**src/rtl/serial_pattern_gen.sv**
```systemverilog
// serial_pattern_gen: multi-lane serial generator of comma sync, counting data bursts and error commas
module serial_pattern_gen #(
    parameter int LANES = 2,
    parameter int WIDTH = 8,
    parameter logic [WIDTH-1:0] COMMA = 8'hBC,
    parameter int SYNC_COUNT = 4,
    parameter int BURST_LEN = 3,
    parameter int GAP_COMMAS = 1,
    parameter logic [WIDTH-1:0] DATA_START = '1,
    parameter logic [WIDTH-1:0] DATA_STEP = 8'h11
) (
    input  logic             clk_8f,
    input  logic             reset_L,
    input  logic             enable,
    input  logic             mode,
    input  logic             inject_err,
    output logic [LANES-1:0] ser_out,
    output logic             word_start,
    output logic             is_data,
    output logic             burst_done
);
    localparam int BW = (WIDTH > 1) ? $clog2(WIDTH) : 1;
    localparam int CW = 16;
    localparam logic [BW-1:0] BIT_LAST = BW'(WIDTH - 1);
    localparam logic [CW-1:0] SYNC_LAST = CW'(SYNC_COUNT - 1);
    localparam logic [CW-1:0] BURST_LAST = CW'(BURST_LEN - 1);
    localparam logic [CW-1:0] GAP_LAST = CW'(GAP_COMMAS - 1);

    typedef enum logic [2:0] {IDLE, SYNC, DATA, GAP, ERR} state_t;

    state_t           state_q, state_d;
    logic [BW-1:0]    bit_q, bit_d;
    logic [CW-1:0]    cnt_q, cnt_d;
    logic [WIDTH-1:0] dcnt_q, dcnt_d;
    logic             pend_q, pend_d;
    logic [LANES-1:0] ser_q, ser_d;
    logic             ws_q, ws_d;
    logic             isd_q, isd_d;
    logic             bd_q, bd_d;
    logic [WIDTH-1:0] lane_w [LANES];
    logic             last_bit, burst_end;

    assign last_bit  = bit_q == BIT_LAST;
    assign burst_end = (state_q == DATA) && (cnt_q == BURST_LAST);

    for (genvar g = 0; g < LANES; g++) begin : g_lane
        assign lane_w[g] = (state_q == DATA) ? dcnt_q - WIDTH'(g * DATA_STEP) :
                           (state_q == ERR)  ? COMMA ^ WIDTH'(1) : COMMA;
    end

    // Next state: bit/word sequencing, word-boundary decisions and the registered outputs
    always_comb begin
        state_d = state_q;
        bit_d   = bit_q;
        cnt_d   = cnt_q;
        dcnt_d  = dcnt_q;
        pend_d  = pend_q | inject_err;
        ser_d   = '0;
        ws_d    = 1'b0;
        isd_d   = 1'b0;
        bd_d    = 1'b0;
        if (state_q == IDLE) begin
            state_d = enable ? SYNC : IDLE;
            bit_d   = '0;
            cnt_d   = '0;
        end else begin
            for (int l = 0; l < LANES; l++) ser_d[l] = lane_w[l][BIT_LAST - bit_q];
            ws_d  = bit_q == '0;
            isd_d = state_q == DATA;
            bd_d  = burst_end && last_bit;
            bit_d = last_bit ? '0 : bit_q + BW'(1);
            if (last_bit) begin
                dcnt_d  = (state_q == DATA) ? dcnt_q - DATA_STEP : dcnt_q;
                state_d = !enable          ? IDLE :
                          pend_d           ? ERR  :
                          state_q == SYNC  ? ((cnt_q == SYNC_LAST) ? DATA : SYNC) :
                          state_q == DATA  ? (burst_end ? (mode ? IDLE : GAP) : DATA) :
                          state_q == GAP   ? ((cnt_q == GAP_LAST) ? DATA : GAP) : SYNC;
                pend_d  = enable ? 1'b0 : pend_d;
                cnt_d   = (state_d != state_q) ? '0 : cnt_q + CW'(1);
            end
        end
    end

    // State and output registers with synchronous active-low reset
    always_ff @(posedge clk_8f) begin
        if (!reset_L) begin
            state_q <= IDLE;
            bit_q   <= '0;
            cnt_q   <= '0;
            dcnt_q  <= DATA_START;
            pend_q  <= 1'b0;
            ser_q   <= '0;
            ws_q    <= 1'b0;
            isd_q   <= 1'b0;
            bd_q    <= 1'b0;
        end else begin
            state_q <= state_d;
            bit_q   <= bit_d;
            cnt_q   <= cnt_d;
            dcnt_q  <= dcnt_d;
            pend_q  <= pend_d;
            ser_q   <= ser_d;
            ws_q    <= ws_d;
            isd_q   <= isd_d;
            bd_q    <= bd_d;
        end
    end

    assign ser_out    = ser_q;
    assign word_start = ws_q;
    assign is_data    = isd_q;
    assign burst_done = bd_q;
endmodule

```
**config.mk**
```make
export PLATFORM = sky130hd
export DESIGN_NAME = serial_pattern_gen
export DESIGN_NICKNAME = d
export VERILOG_FILES = /design/src/rtl/serial_pattern_gen.sv
export SDC_FILE = /design/constraint.sdc
export NUM_CORES = 1
export LEC_CHECK = 0
export BUFFER_PORTS_ARGS = -buffer_cell sky130_fd_sc_hd__buf_2
export CORE_ASPECT_RATIO = 1.5
export CORE_MARGIN = 2
export CORE_UTILIZATION = 65
export DETAILED_ROUTE_END_ITERATION = 16
export PLACE_DENSITY = 0.92
export SYNTH_ARGS = -nofsm -noshare
export SYNTH_HDL_FRONTEND = slang
export SYNTH_SLANG_ARGS = --single-unit
```
**constraint.sdc**
```tcl
create_clock -name clk_8f -period 4.5 [get_ports clk_8f]
set_input_delay 0.225 -clock clk_8f [delete_from_list [all_inputs] [get_ports clk_8f]]
set_output_delay 0.225 -clock clk_8f [all_outputs]
set_load 0.01 [all_outputs]
```
==> flow_summary.json <==
{
  "status": "finished, final reports clean",
  "min_period_over_period": 0.607,
  "placed_cells": 283,
  "drt_iter0_markers": 75,
  "portBuffers": 9,
  "grt.busiest_layer": "met2",
  "stdcell_count": 290,
  "cellLeakagePower_nw": 0.789,
  "drc": 0,
  "seqCellArea_um2": 721,
  "grt.total_usage": 0.262,
  "syn_inst": 248,
  "setup_ws_ns": 1.77,
  "syn_nets": 260,
  "drv_cap": 0,
  "clk_latency_ns": 0.28,
  "setup-tns-final_ns": 0,
  "dr_total_vias": 1734,
  "cp.arrival_ns": 2.86,
  "clock_path_buffers": 2,
  "area_delta_synth_final_pct": 6.44,
  "first_global_vias": 1709,
  "vias_per_cell": 5.98,
  "max_freq_mhz": 366,
  "ys.flop_type": "dfxtp_1",
  "use_met3": 0.0533,
  "reg2regPathDepth": 7,
  "antenna_found_initial": 0,
  "coreArea_um2": 2940,
  "skew_ns": 0.00266,
  "grt_max_degree": 21,
  "layout-drive-gt1-share": 0.104,
  "start_kind": "flop",
  "post_cts_resized": 0,
  "numCtsBuffers": 5,
  "hp-class": "in -> reg",
  "timing.hold.ws_ns": 0.240,
  "cts_setup_buffers": 0,
  "grt_pass1_wl_um": 7380,
  "ys_async_sr_fraction": 0,
  "ios": 10,
  "rrSetupSlack_ns": 1.77,
  "insertedDiodeCount": 0,
  "synthDistinctLibCells": 47,
  "cts_tree": "done",
  "tightest_slew_ns": 0.919,
  "multi_input_area_um2": 1220,
  "rsz0062_at_grt": "no",
  "critical_path_class": "reg -> reg",
  "cts.clk_slew.worst_paths_ns": 0.07,
  "fin_crit_ns": 2.73,
  "relSlewSlack": 0.384,
  "required_ns": 4.63,
  "crit_fanout": 11,
  "die_x_um": 49.8,
  "met1_usage": 0.292,
  "initial_core_util": 0.693,
  "detailedRoute.firstPassIterationCount": 4,
  "power-per-cell-area_nw_per_um2": 277,
  "hold_buffers": 0,
  "dp_hpwl_um": 2940,
  "cts-root-buf": "clkbuf_8",
  "synth_edf_count": 0,
  "ys_seq_elements": 36,
  "rows": 24,
  "hold_viol": 0,
  "die_area_um2": 3610,
  "fill_cells": 236,
  "slew_violations": 0,
  "grt_overflow": 0,
  "ir_worst_vdd_mv": 0.253,
  "wl_per_cell_um": 14.3,
  "setup_violations": 0,
  "syn_avg_cell_area_um2": 8.23,
  "ys_seq_area_frac": 0.353,
  "fin_util": 0.738,
  "hold_depth": 2,
  "ys_warn_count": 0,
  "gp_congestion": 0.814,
  "clock-sinks": 36,
  "drt-total-wl_um": 4140,
  "antenna_left": 0,
  "cts_max_level": 2,
  "use_met2": 0.464,
  "dpl_worst_slack_ns": 1.86,
  "synth_area_um2": 2040,
  "layout.nets": 263,
  "end_kind": "flop",
  "die_y_um": 72.6
}
## worst paths after layout
| path | from | endpoint |
|---|---|---|
| max reg2reg | cnt_q[1]$_SDFFE_PP0P_ | cnt_q[5]$_SDFFE_PP0P_ |
| min | reset_L | dcnt_q[7]$_SDFFE_PN1P_ |
| max | cnt_q[1]$_SDFFE_PP0P_ | cnt_q[5]$_SDFFE_PP0P_ |
| min reg2reg | cnt_q[0]$_SDFFE_PP0P_ | cnt_q[0]$_SDFFE_PP0P_ |
## sequential cells by signal, summed over array words and instances, names as in the netlist
signal      cells
bit_q           3
is_data         1
pend_q          1
burst_done      1
cnt_q          16
word_start      1
dcnt_q          8
ser_out         2
state_q         3
## cell usage after synthesis, drive strengths merged (5+ instances only)
master	number	area (um^2)
o21ai	13	65.1
xor2	8	70.1
nand3	6	30.0
nor4	8	62.6
o211ai	7	52.6
dfxtp	36	721
ha	7	87.6
clkbuf	9	33.8
inv	11	41.3
and3	5	31.3
nand2b	8	50.1
nand2	20	75.1
a21oi	18	101
xnor2	9	78.8
nor2b	6	37.5
nor2	24	90.1
nor3	6	30.0
nand4	9	56.3
## per-layer routing
metal,up-vias,routed length (um)
met5,-,0
met4,0,67
met3,7,102
met2,23,2260
met1,814,1710
li1,890,-
## report_power, final
group	leakage, nW	switching, mW	internal (mW)
clock	0.0503	0.105	0.136
combinational	0.447	0.0203	0.0117
sequential	0.291	0.00558	0.322
total	0.789	0.131	0.470
## cells by family (layout without fill, tap and decap cells)
family | after synthesis | count (layout) | synth area share
and+or+nand+nor | 107 | 107 | 0.291
AOI/OAI and AO/OA | 54 | 54 | 0.179
DFF | 36 | 36 | 0.353
buffers and inverters | 25 | 28 | 0.0509
xor gates and xnor gates | 17 | 17 | 0.0730
adders and majority gates | 7 | 7 | 0.0429
muxes | 2 | 2 | 0.00981
## cell type report
| cell class | instances | area share |
|---|---|---|
| Multi-Input combinational cell | 187 | 0.560 |
| Inverter | 12 | 0.0207 |
| Timing Repair Buffer | 9 | 0.0207 |
| Tap cell | 39 | 0.0225 |
| Clock buffer | 7 | 0.0444 |
| Sequential cell | 36 | 0.332 |
## layout by cell type (no fill, tap or decap), types with 2 or more instances in the layout
master / instances
a21oi_1: 17
a311o_1: 2
a31oi_1: 4
a32oi_1: 2
and2_1: 4
and3_1: 5
and3b_1: 2
and4_1: 2
buf_2: 9
clkbuf_8: 7
dfxtp_1: 36
ha_1: 7
inv_1: 10
mux2i_1: 2
nand2_1: 20
nand2b_1: 8
nand3_1: 6
nand4_1: 9
nor2_1: 24
nor2b_1: 6
nor3_1: 6
nor4_1: 6
nor4_2: 2
o211ai_1: 7
o21ai_0: 6
o21ai_1: 7
xnor2_1: 9
xor2_1: 8
## critical path, cell delays in order (launching register included)
cell	delay, ns
dfxtp_1	0.41
ha_1	0.29
nor4bb_1	0.30
nand4_1	0.19
a32oi_1	0.23
o21ai_1	0.21
a31oi_1	0.81
nor2_1	0.13
## through the flow
stage	instance area (um^2)	total power [mW]
final	2170	0.601
after global routing	2170	0.626
after CTS	2170	0.605
after detailed placement	2080	0.367
after global placement	2080	0.366
after floorplan	2040	0.358
No activity file was read; power rests on OpenSTA's default activity.
